$ cat config.mk
export PLATFORM = sky130hd
export DESIGN_NAME = alu_op_sequencer_flat
export DESIGN_NICKNAME = d
export VERILOG_FILES = /design/src/rtl/alu_seq_pkg.sv /design/src/rtl/alu_op_sequencer_if.sv /design/src/rtl/alu_seq_wait_cnt.sv /design/src/rtl/alu_op_sequencer.sv /design/src/flat_wrapper.sv
export SDC_FILE = /design/constraint.sdc
export NUM_CORES = 1
export LEC_CHECK = 0
export BUFFER_PORTS_ARGS = -buffer_cell sky130_fd_sc_hd__clkbuf_2
export CAP_MARGIN = 20
export CORE_AREA = 8 8 61 101
export DETAILED_ROUTE_END_ITERATION = 6
export DIE_AREA = 0 0 69 109
export GPL_ROUTABILITY_DRIVEN = 0
export MAX_ROUTING_LAYER = met4
export PLACE_DENSITY = 0.74
export SLEW_MARGIN = 20
export SYNTH_ARGS = -nofsm -noshare
export SYNTH_HDL_FRONTEND = slang
export SYNTH_SLANG_ARGS = --single-unit
$ cat constraint.sdc
create_clock -name clk -period 4.5 [get_ports clk]
set_input_delay 0.225 -clock clk [delete_from_list [all_inputs] [get_ports clk]]
set_output_delay 0.225 -clock clk [all_outputs]
set_load 0.05 [all_outputs]
$ cat src/rtl/alu_seq_pkg.sv
// Shared types and constants for the ALU operation sequencer.
package alu_seq_pkg;

  localparam int unsigned DATA_W = 4;
  localparam int unsigned OP_W   = 3;
  localparam int unsigned ADDR_W = 4;
  localparam int unsigned FLG_W  = 3;

  localparam logic [OP_W-1:0] OP_ADD = 3'b000;
  localparam logic [OP_W-1:0] OP_SUB = 3'b001;

  localparam int unsigned FLG_CARRY = 2;
  localparam int unsigned FLG_ZERO  = 1;
  localparam int unsigned FLG_NEG   = 0;

  typedef enum logic [1:0] {
    IDLE = 2'd0,
    EXEC = 2'd1,
    READ = 2'd2,
    RESP = 2'd3
  } seq_state_e;

  // Command payload as captured onto the ALU-side outputs.
  typedef struct packed {
    logic [DATA_W-1:0] a;
    logic [DATA_W-1:0] b;
    logic [OP_W-1:0]   opcode;
    logic [ADDR_W-1:0] addr;
  } alu_cmd_t;

endpackage

$ cat src/rtl/alu_op_sequencer_if.sv
// Host command/response and ALU-side signals of the sequencer.
interface alu_op_sequencer_if #(
  parameter int unsigned ERR_W = 8
);
  import alu_seq_pkg::*;

  logic                 cmd_valid;
  logic                 cmd_ready;
  logic [DATA_W-1:0]    cmd_a;
  logic [DATA_W-1:0]    cmd_b;
  logic [OP_W-1:0]      cmd_opcode;
  logic [ADDR_W-1:0]    cmd_addr;

  logic [DATA_W-1:0]    alu_a;
  logic [DATA_W-1:0]    alu_b;
  logic [OP_W-1:0]      alu_opcode;
  logic [ADDR_W-1:0]    alu_addr;
  logic                 alu_write_en;
  logic [DATA_W-1:0]    alu_result;
  logic [DATA_W-1:0]    alu_mem_out;
  logic                 alu_zero;
  logic                 alu_carry;
  logic                 alu_neg;

  logic                 rsp_valid;
  logic                 rsp_ready;
  logic [DATA_W-1:0]    rsp_result;
  logic [DATA_W-1:0]    rsp_readback;
  logic [FLG_W-1:0]     rsp_flags;
  logic                 rsp_match;
  logic [ERR_W-1:0]     mismatch_count;

  // Sequencer side.
  modport slave (
    input  cmd_valid, cmd_a, cmd_b, cmd_opcode, cmd_addr,
    input  alu_result, alu_mem_out, alu_zero, alu_carry, alu_neg,
    input  rsp_ready,
    output cmd_ready,
    output alu_a, alu_b, alu_opcode, alu_addr, alu_write_en,
    output rsp_valid, rsp_result, rsp_readback, rsp_flags, rsp_match,
    output mismatch_count
  );

  // Host plus ALU side.
  modport master (
    output cmd_valid, cmd_a, cmd_b, cmd_opcode, cmd_addr,
    output alu_result, alu_mem_out, alu_zero, alu_carry, alu_neg,
    output rsp_ready,
    input  cmd_ready,
    input  alu_a, alu_b, alu_opcode, alu_addr, alu_write_en,
    input  rsp_valid, rsp_result, rsp_readback, rsp_flags, rsp_match,
    input  mismatch_count
  );

endinterface

$ cat src/rtl/alu_seq_wait_cnt.sv
// Loadable down-counter used for the EXEC and READ latency waits.
module alu_seq_wait_cnt #(
  parameter int unsigned CNT_W = 1
) (
  input  logic             clk,
  input  logic             rst,
  input  logic             load_i,
  input  logic [CNT_W-1:0] load_val_i,
  input  logic             dec_i,
  output logic             done_c_o,
  output logic             near_c_o
);

  logic [CNT_W-1:0] count_q;

  // Load has priority; decrement stops at zero.
  always_ff @(posedge clk or posedge rst) begin
    if (rst) begin
      count_q <= '0;
    end else if (load_i) begin
      count_q <= load_val_i;
    end else if (dec_i && (count_q != '0)) begin
      count_q <= count_q - CNT_W'(1);
    end
  end

  assign done_c_o = (count_q == '0);
  assign near_c_o = (count_q == CNT_W'(1));

endmodule

$ cat src/rtl/alu_op_sequencer.sv
// Issues one ALU operation per command, writes it back, reads it back and
// returns result, flags and a readback-match bit.
module alu_op_sequencer
  import alu_seq_pkg::*;
#(
  parameter int unsigned ALU_LAT = 1,
  parameter int unsigned RD_LAT  = 1,
  parameter int unsigned ERR_W   = 8
) (
  input  logic              clk,
  input  logic              rst,
  alu_op_sequencer_if.slave seq_bus
);

  localparam int unsigned MAX_LAT = (ALU_LAT > RD_LAT) ? ALU_LAT : RD_LAT;
  localparam int unsigned CNT_W   = (MAX_LAT < 2) ? 1 : $clog2(MAX_LAT);
  localparam logic [CNT_W-1:0] EXEC_LOAD = CNT_W'(ALU_LAT - 1);
  localparam logic [CNT_W-1:0] READ_LOAD = CNT_W'(RD_LAT - 1);
  localparam logic [ERR_W-1:0] MCNT_MAX  = '1;

  seq_state_e          state_q;
  alu_cmd_t            cmd_q;
  logic                wr_en_q;
  logic                cmd_ready_q;
  logic                rsp_valid_q;
  logic [DATA_W-1:0]   rsp_result_q;
  logic [DATA_W-1:0]   rsp_readback_q;
  logic [FLG_W-1:0]    rsp_flags_q;
  logic                rsp_match_q;
  logic [ERR_W-1:0]    mcnt_q;

  logic                cnt_load_c;
  logic [CNT_W-1:0]    cnt_load_val_c;
  logic                cnt_dec_c;
  logic                cnt_done_c;
  logic                cnt_near_c;
  logic                match_c;

  alu_seq_wait_cnt #(
    .CNT_W (CNT_W)
  ) u_wait_cnt (
    .clk        (clk),
    .rst        (rst),
    .load_i     (cnt_load_c),
    .load_val_i (cnt_load_val_c),
    .dec_i      (cnt_dec_c),
    .done_c_o   (cnt_done_c),
    .near_c_o   (cnt_near_c)
  );

  // Wait counter is loaded on entry to EXEC and READ, decremented inside them.
  always_comb begin
    cnt_load_c     = 1'b0;
    cnt_load_val_c = '0;
    cnt_dec_c      = 1'b0;
    case (state_q)
      IDLE: begin
        if (seq_bus.cmd_valid) begin
          cnt_load_c     = 1'b1;
          cnt_load_val_c = EXEC_LOAD;
        end
      end
      EXEC: begin
        if (cnt_done_c) begin
          cnt_load_c     = 1'b1;
          cnt_load_val_c = READ_LOAD;
        end else begin
          cnt_dec_c = 1'b1;
        end
      end
      READ: begin
        cnt_dec_c = !cnt_done_c;
      end
      default: ;
    endcase
  end

  assign match_c = (seq_bus.alu_mem_out == rsp_result_q);

  // Sequencer FSM; the write strobe is pre-set so it is high only in the last EXEC cycle.
  always_ff @(posedge clk or posedge rst) begin
    if (rst) begin
      state_q        <= IDLE;
      cmd_q          <= '0;
      wr_en_q        <= 1'b0;
      cmd_ready_q    <= 1'b1;
      rsp_valid_q    <= 1'b0;
      rsp_result_q   <= '0;
      rsp_readback_q <= '0;
      rsp_flags_q    <= '0;
      rsp_match_q    <= 1'b0;
      mcnt_q         <= '0;
    end else begin
      case (state_q)
        IDLE: begin
          if (seq_bus.cmd_valid) begin
            cmd_q.a      <= seq_bus.cmd_a;
            cmd_q.b      <= seq_bus.cmd_b;
            cmd_q.opcode <= seq_bus.cmd_opcode;
            cmd_q.addr   <= seq_bus.cmd_addr;
            cmd_ready_q  <= 1'b0;
            wr_en_q      <= (ALU_LAT == 1);
            state_q      <= EXEC;
          end
        end
        EXEC: begin
          if (cnt_done_c) begin
            rsp_result_q           <= seq_bus.alu_result;
            rsp_flags_q[FLG_CARRY] <= seq_bus.alu_carry;
            rsp_flags_q[FLG_ZERO]  <= seq_bus.alu_zero;
            rsp_flags_q[FLG_NEG]   <= seq_bus.alu_neg;
            wr_en_q                <= 1'b0;
            state_q                <= READ;
          end else if (cnt_near_c) begin
            wr_en_q <= 1'b1;
          end
        end
        READ: begin
          if (cnt_done_c) begin
            rsp_readback_q <= seq_bus.alu_mem_out;
            rsp_match_q    <= match_c;
            rsp_valid_q    <= 1'b1;
            state_q        <= RESP;
            if (!match_c && (mcnt_q != MCNT_MAX)) begin
              mcnt_q <= mcnt_q + ERR_W'(1);
            end
          end
        end
        RESP: begin
          if (seq_bus.rsp_ready) begin
            rsp_valid_q <= 1'b0;
            cmd_ready_q <= 1'b1;
            state_q     <= IDLE;
          end
        end
        default: state_q <= IDLE;
      endcase
    end
  end

  assign seq_bus.cmd_ready      = cmd_ready_q;
  assign seq_bus.alu_a          = cmd_q.a;
  assign seq_bus.alu_b          = cmd_q.b;
  assign seq_bus.alu_opcode     = cmd_q.opcode;
  assign seq_bus.alu_addr       = cmd_q.addr;
  assign seq_bus.alu_write_en   = wr_en_q;
  assign seq_bus.rsp_valid      = rsp_valid_q;
  assign seq_bus.rsp_result     = rsp_result_q;
  assign seq_bus.rsp_readback   = rsp_readback_q;
  assign seq_bus.rsp_flags      = rsp_flags_q;
  assign seq_bus.rsp_match      = rsp_match_q;
  assign seq_bus.mismatch_count = mcnt_q;

endmodule

$ cat src/flat_wrapper.sv
// flat-port wrapper written by rule: the top's interface ports become plain ports
module alu_op_sequencer_flat import alu_seq_pkg::*;
#(
  parameter int unsigned ALU_LAT = 1,
  parameter int unsigned RD_LAT  = 1,
  parameter int unsigned ERR_W   = 8
)
  (clk, rst, seq_bus_cmd_valid, seq_bus_cmd_a, seq_bus_cmd_b, seq_bus_cmd_opcode, seq_bus_cmd_addr, seq_bus_alu_result, seq_bus_alu_mem_out, seq_bus_alu_zero, seq_bus_alu_carry, seq_bus_alu_neg, seq_bus_rsp_ready, seq_bus_cmd_ready, seq_bus_alu_a, seq_bus_alu_b, seq_bus_alu_opcode, seq_bus_alu_addr, seq_bus_alu_write_en, seq_bus_rsp_valid, seq_bus_rsp_result, seq_bus_rsp_readback, seq_bus_rsp_flags, seq_bus_rsp_match, seq_bus_mismatch_count);
  alu_op_sequencer_if #(.ERR_W(ERR_W)) seq_bus_i ();
  input  logic clk;
  input  logic rst;
  input wire logic [$bits(seq_bus_i.cmd_valid)-1:0] seq_bus_cmd_valid;
  input wire logic [$bits(seq_bus_i.cmd_a)-1:0] seq_bus_cmd_a;
  input wire logic [$bits(seq_bus_i.cmd_b)-1:0] seq_bus_cmd_b;
  input wire logic [$bits(seq_bus_i.cmd_opcode)-1:0] seq_bus_cmd_opcode;
  input wire logic [$bits(seq_bus_i.cmd_addr)-1:0] seq_bus_cmd_addr;
  input wire logic [$bits(seq_bus_i.alu_result)-1:0] seq_bus_alu_result;
  input wire logic [$bits(seq_bus_i.alu_mem_out)-1:0] seq_bus_alu_mem_out;
  input wire logic [$bits(seq_bus_i.alu_zero)-1:0] seq_bus_alu_zero;
  input wire logic [$bits(seq_bus_i.alu_carry)-1:0] seq_bus_alu_carry;
  input wire logic [$bits(seq_bus_i.alu_neg)-1:0] seq_bus_alu_neg;
  input wire logic [$bits(seq_bus_i.rsp_ready)-1:0] seq_bus_rsp_ready;
  output wire logic [$bits(seq_bus_i.cmd_ready)-1:0] seq_bus_cmd_ready;
  output wire logic [$bits(seq_bus_i.alu_a)-1:0] seq_bus_alu_a;
  output wire logic [$bits(seq_bus_i.alu_b)-1:0] seq_bus_alu_b;
  output wire logic [$bits(seq_bus_i.alu_opcode)-1:0] seq_bus_alu_opcode;
  output wire logic [$bits(seq_bus_i.alu_addr)-1:0] seq_bus_alu_addr;
  output wire logic [$bits(seq_bus_i.alu_write_en)-1:0] seq_bus_alu_write_en;
  output wire logic [$bits(seq_bus_i.rsp_valid)-1:0] seq_bus_rsp_valid;
  output wire logic [$bits(seq_bus_i.rsp_result)-1:0] seq_bus_rsp_result;
  output wire logic [$bits(seq_bus_i.rsp_readback)-1:0] seq_bus_rsp_readback;
  output wire logic [$bits(seq_bus_i.rsp_flags)-1:0] seq_bus_rsp_flags;
  output wire logic [$bits(seq_bus_i.rsp_match)-1:0] seq_bus_rsp_match;
  output wire logic [$bits(seq_bus_i.mismatch_count)-1:0] seq_bus_mismatch_count;
  assign seq_bus_i.cmd_valid = seq_bus_cmd_valid;
  assign seq_bus_i.cmd_a = seq_bus_cmd_a;
  assign seq_bus_i.cmd_b = seq_bus_cmd_b;
  assign seq_bus_i.cmd_opcode = seq_bus_cmd_opcode;
  assign seq_bus_i.cmd_addr = seq_bus_cmd_addr;
  assign seq_bus_i.alu_result = seq_bus_alu_result;
  assign seq_bus_i.alu_mem_out = seq_bus_alu_mem_out;
  assign seq_bus_i.alu_zero = seq_bus_alu_zero;
  assign seq_bus_i.alu_carry = seq_bus_alu_carry;
  assign seq_bus_i.alu_neg = seq_bus_alu_neg;
  assign seq_bus_i.rsp_ready = seq_bus_rsp_ready;
  assign seq_bus_cmd_ready = seq_bus_i.cmd_ready;
  assign seq_bus_alu_a = seq_bus_i.alu_a;
  assign seq_bus_alu_b = seq_bus_i.alu_b;
  assign seq_bus_alu_opcode = seq_bus_i.alu_opcode;
  assign seq_bus_alu_addr = seq_bus_i.alu_addr;
  assign seq_bus_alu_write_en = seq_bus_i.alu_write_en;
  assign seq_bus_rsp_valid = seq_bus_i.rsp_valid;
  assign seq_bus_rsp_result = seq_bus_i.rsp_result;
  assign seq_bus_rsp_readback = seq_bus_i.rsp_readback;
  assign seq_bus_rsp_flags = seq_bus_i.rsp_flags;
  assign seq_bus_rsp_match = seq_bus_i.rsp_match;
  assign seq_bus_mismatch_count = seq_bus_i.mismatch_count;
  alu_op_sequencer #(.ALU_LAT(ALU_LAT), .RD_LAT(RD_LAT), .ERR_W(ERR_W)) u_core (.clk(clk), .rst(rst), .seq_bus(seq_bus_i));
endmodule
==> Word level (Yosys, flattened, before mapping) <==
Index checks and enable logic that the tools add are counted.
{ "totals": {"reg_bits": 41, "latch_bits": 0, "ram_bits": 0, "mem_bits_ro": 0, "input_bits": 30, "output_inout_bits": 38, "wordCells": 62, "memories": 0} }
{ "op_classes": {"n_addsub": 2, "mul": 0, "div": 0, "order_cmp": 0, "eq_ne": 9, "shift": 0, "mux": 20, "bitwise": 1, "n_reduce_logical": 16} }
{ "ops": {"columns": ["cell", "count"], "rows": [
  ["$mux W1", 10],
  ["$pmux W1 S2", 5],
  ["$reduce_and A3 Y1", 3],
  ["$add A8 B1 Y8 const B", 1],
  ["$mux W2", 4],
  ["$ne A2 B2 Y1 const B", 4],
  ["$ne A8 B8 Y1 const B", 1],
  ["$pmux W2 S4", 1],
  ["$reduce_and A2 Y1", 4],
  ["$reduce_bool A2 Y1", 4],
  ["$eq A2 B2 Y1 const B", 2],
  ["$eq A4 B4 Y1", 1],
  ["$reduce_and A4 Y1", 1],
  ["$eq A2 B1 Y1 const B", 1],
  ["$logic_and A1 B1 Y1", 2],
  ["$logic_not A2 Y1", 1],
  ["$logic_not A1 Y1", 1],
  ["$not A1 Y1", 1],
  ["$sub A1 B1 Y1 const B", 1]
]} }

==> Longest topological paths before layout <==
{ "depth": {"word_depth": 5, "ltp_mapped": 6, "mapped_depth_nobuf": 6} }

==> Modules after synthesis <==
From an unflattened synthesis, not the netlist that was laid out.
{ "hier_totals": {"cells_unflattened": 139, "hier_area_um2": 1821.7} }
{ "by_module_without_submodules": {"columns": ["module", "instances", "cells_each", "area_per_inst_um2", "seq_area_each_um2"], "rows": [
  ["alu_op_sequencer", 1, 134, 1773.0, 1002.2],
  ["alu_seq_wait_cnt", 1, 5, 48.8, 25.0]
]} }

==> Worst setup path before layout <==
Ideal clock, no wire load.
{ "synth_path": {"path_kind": "register -> register", "startpoint": "reg u_core.rsp_result_q[1] (netlist: u_core.seq_bus.rsp_result[1])", "endpoint": "reg u_core.mcnt_q[1] (netlist: u_core.seq_bus.mismatch_count[1])", "setup_time_ns": 0.125, "t_arrival_ns": 1.748, "t_required_ns": 4.375, "path_slack_ns": 2.627, "stages_incl_launch_ff": 5, "path_buffers": 0, "synth_period_minus_slack_ns": 1.873, "path_cell_list": "dfrtp_1 > xor2_1 > o41ai_4 > nor2_2 > mux2_4"} }
{ "synth_via": {"elab_chain_cells": 4} }
{ "synth_rtl": {"columns": ["item", "line", "rtl"], "rows": [
  ["start: declaration", "alu_op_sequencer.sv:26", "logic [DATA_W-1:0] rsp_result_q;"],
  ["start signal: assignment", "alu_op_sequencer.sv:108", "rsp_result_q <= seq_bus.alu_result;"],
  ["$eq A4 B4 Y1", "alu_op_sequencer.sv:78", "assign match_c = (seq_bus.alu_mem_out == rsp_result_q);"],
  ["$logic_not A1 Y1", "alu_op_sequencer.sv:124", "if (!match_c && (mcnt_q != MCNT_MAX)) begin"],
  ["$logic_and A1 B1 Y1", "alu_op_sequencer.sv:124", null],
  ["$reduce_and A3 Y1 (no source line)", null, null],
  ["end signal: assignment", "alu_op_sequencer.sv:125", "mcnt_q <= mcnt_q + ERR_W'(1);"],
  ["end: declaration", "alu_op_sequencer.sv:30", "logic [ERR_W-1:0] mcnt_q;"]
]} }
Every way passes these cells.
A chain may end at the register's enable or synchronous reset.

==> Worst setup path in the final report <==
{ "layout_path": {"startpoint": "reg u_core.state_q[0]", "endpoint": "reg u_core.mcnt_q[6] (netlist: u_core.seq_bus.mismatch_count[6])"} }
{ "layout_via": {"elab_chain_cells": 2} }
{ "layout_rtl": {"columns": ["item", "line", "rtl"], "rows": [
  ["start: declaration", "alu_op_sequencer.sv:21", "seq_state_e state_q;"],
  ["start signal: assignment", "alu_op_sequencer.sv:83", "state_q <= IDLE;"],
  ["start signal: assignment", "alu_op_sequencer.sv:103", "state_q <= EXEC;"],
  ["start signal: assignment", "alu_op_sequencer.sv:113", "state_q <= READ;"],
  ["$eq A2 B2 Y1", "alu_op_sequencer.sv:94", "case (state_q)"],
  ["$reduce_and A3 Y1 (no source line)", null, null]
]} }
Every way passes these cells.

==> results.json <==
{
  "die_h_um": 109,
  "holdCritPathClass": "input port to asynchronous set/reset pin",
  "min_period_over_period": 0.426,
  "r2r_setup_slack_ns": 2.58,
  "fin_crit_ns": 1.92,
  "fin_cells": 273,
  "synthArstFlopShare": 1.00,
  "crit_path_max_incr_delay_ns": 0.43,
  "htree_levels": 2,
  "crit_fanout": 7,
  "tritoncts": "yes",
  "post_cts_buffers": 0,
  "ys_seq_area_frac": 0.561,
  "dr.first_iter.drc_count": 40,
  "first_pass_iters": 6,
  "crit_start": "u_core.state_q[0]",
  "nNetsFinal": 256,
  "remaining_drc_errors": 0,
  "end_kind": "register",
  "drive_above_1_share": 0.406,
  "tns_ns": 0,
  "finalHoldViolCount": 0,
  "ys_warn_count": 0,
  "num_antenna_cells": 0,
  "fin_util": 0.477,
  "ant_nets": 0,
  "synth.area.top_cells": "dfrtp_1 55%, mux2_1 9.2%, mux2_2 5.5%",
  "grt_pass1_vias": 1440,
  "grt_start_max_net_pins": 42,
  "cts_root_buf": "clkbuf_8",
  "vias": 1354,
  "avgSynthCellArea_um2": 12.5,
  "tightest_slew_ns": 0.732,
  "placedCellCount": 266,
  "reg2reg_depth": 6,
  "drv_cap": 0,
  "status": "finished, final reports clean",
  "worstReg2RegStart": "u_core.state_q[0]",
  "hold_buffers": 0,
  "dieArea_um2": 7520,
  "viasPerCell": 4.96,
  "synth_cells": 146,
  "drv_slew": 0,
  "path_class": "register to register",
  "fmax_ghz": 0.522,
  "start_util": 0.378,
  "die_x_um": 69,
  "antenna_found_initial": 0,
  "synth_nets": 183,
  "syn_area_um2": 1830,
  "ys_ff_latch": 41,
  "path_cells": "inv_1, ha_1, and2b_1, o41ai_4, nor3_2, mux2_1",
  "port_buffers": 67,
  "syn2layout_area_growth_pct": 26.4,
  "synth.distinct_cells": 31,
  "synth.top_cell.area_share": 0.546,
  "cts_buffers": 5,
  "path_clk_slew_ns": 0.08,
  "rr_endpoint": "u_core.seq_bus.mismatch_count[6]",
  "avgRoutedWirePerCell_um": 14.9,
  "grt_pass1_wl_um": 6820,
  "insertion_delay_ns": 0.29,
  "worstSetupStartpointType": "register",
  "dp_hpwl_um": 3190,
  "synth_edf_count": 0,
  "synth_top_area_cell": "dfrtp_1",
  "grt_overflow": 0,
  "crit_arrival_ns": 2.09,
  "cts_sinks": 41,
  "relSlewSlack": 0.511,
  "crit_family": "simple AND/OR/NAND/NOR gates",
  "crit_slowest_cell": "dfrtp_1",
  "core_um2": 4850,
  "grtUsageTotal": 0.115,
  "fp-row-count": 34,
  "rsz0062_at_grt": "no",
  "required_ns": 4.67,
  "finalSetupViolCount": 0,
  "skew_ns": 0.0114,
  "ctsResizeCount": 0,
  "path_buf_inv": 1,
  "detail_route.wirelength_um": 4070,
  "top_level_ports": 68,
  "clock_path_buffers": 2,
  "ys.flop_type": "dfrtp_1"
}
==> state kept, by name (all words and copies together) (netlist names) <==
register,cells
u_core.seq_bus.mismatch_count,8
u_core.u_wait_cnt.near_c_o,1
u_core.seq_bus.rsp_match,1
u_core.seq_bus.rsp_readback,4
u_core.seq_bus.alu_opcode,3
u_core.seq_bus.alu_b,4
u_core.seq_bus.alu_write_en,1
u_core.seq_bus.alu_addr,4
u_core.state_q,2
u_core.seq_bus.rsp_result,4
u_core.seq_bus.alu_a,4
u_core.seq_bus.rsp_flags,3
u_core.seq_bus.rsp_valid,1
u_core.seq_bus.cmd_ready,1
==> cell usage in the layout (no fill, tap or decap), types with 2 or more instances in the layout <==
cell      netlist  routed
clkbuf_2        0      67
mux2_1         15      15
nand2b_1        2       2
mux2_2          9       9
dfrtp_1        40      40
a22oi_1         2       2
clkbuf_8        0       5
nor3b_1         2       2
inv_1           5       4
ha_1            7       7
nand2_1        23      23
o21ai_1         2       2
nor2_1          5       5
xor2_1          9       9
nand3_1         3       3
nor3_1          3       3
mux2i_1         2       2
a21oi_1         2       2
==> synthesized netlist by cell type, drive strengths merged, types with 2 or more instances <==
cell type,n
inv,5
nand2b,2
nand3,3
nand2,23
mux2,25
nor3b,2
dfrtp,40
a21oi,2
o21ai,3
xor2,10
nor3,4
mux2i,2
a22oi,2
ha,7
nor2,6
==> worst max-delay path by stage <==
stage	end	slack [ns]	depth (start not counted)
finish	u_core.seq_bus.mismatch_count[6]	2.58	6
global route	u_core.seq_bus.rsp_result[0]	2.43	4
CTS	u_core.seq_bus.mismatch_count[6]	2.58	6
detailed placement	u_core.seq_bus.mismatch_count[6]	2.59	6
global placement	u_core.seq_bus.rsp_result[2]	2.66	4
floorplan	u_core.seq_bus.mismatch_count[1]	2.63	4
==> metrics by stage <==
step | setup WS (ns) | hold WS (ns) | area [µm²]
2_1_floorplan | 2.63 | 0.330 | 1830
3_3_place_gp | 2.66 | 0.359 | 2230
3_5_place_dp | 2.59 | 0.367 | 2230
4_1_cts | 2.58 | 0.0396 | 2310
5_1_grt | 2.43 | 0.0692 | 2310
6_report | 2.58 | 0.0260 | 2310
==> per-layer routing <==
layer	vias to the layer above	GRT usage	part of all wire
met5	-	-	0
met4	0	0.0574	0.024
met3	8	0.0291	0.041
met2	46	0.208	0.57
met1	662	0.110	0.37
li1	638	-	-
==> layout make-up <==
class	count	area [µm²]
clock buffers	6	72.6
flip-flops and latches	41	1030
multi-input cells	98	777
repair buffers	68	343
fillers	498	2530
inverters	5	18.8
clock inverters	1	8.76
well taps	54	67.6
==> worst reg2reg max path: cells and delay by family, from the launching register on <==
| kind | cells | cell delay, ns |
|---|---|---|
| buffers and inverters | 1 | 0.14 |
| AND/OR/NAND/NOR | 2 | 0.47 |
| adder cells (fa/ha/maj) | 1 | 0.25 |
| flip-flops | 1 | 0.43 |
| multiplexers | 1 | 0.33 |
| AO/OA/AOI/OAI | 1 | 0.19 |
==> cell families (layout without fill, tap and decap cells) <==
group / Yosys count / count (layout) / share of synthesized area
xor gates and xnor gates: 10 / 10 / 0.0519
buffers and inverters: 7 / 80 / 0.0150
muxes: 27 / 27 / 0.167
adders and majority gates: 7 / 7 / 0.0478
AOI/OAI and AO/OA: 10 / 10 / 0.0458
DFF: 41 / 41 / 0.561
and+or+nand+nor: 44 / 44 / 0.112
Power is not shown: default switching activity piles up to over one toggle a cycle in this logic, so the estimate is an artifact.
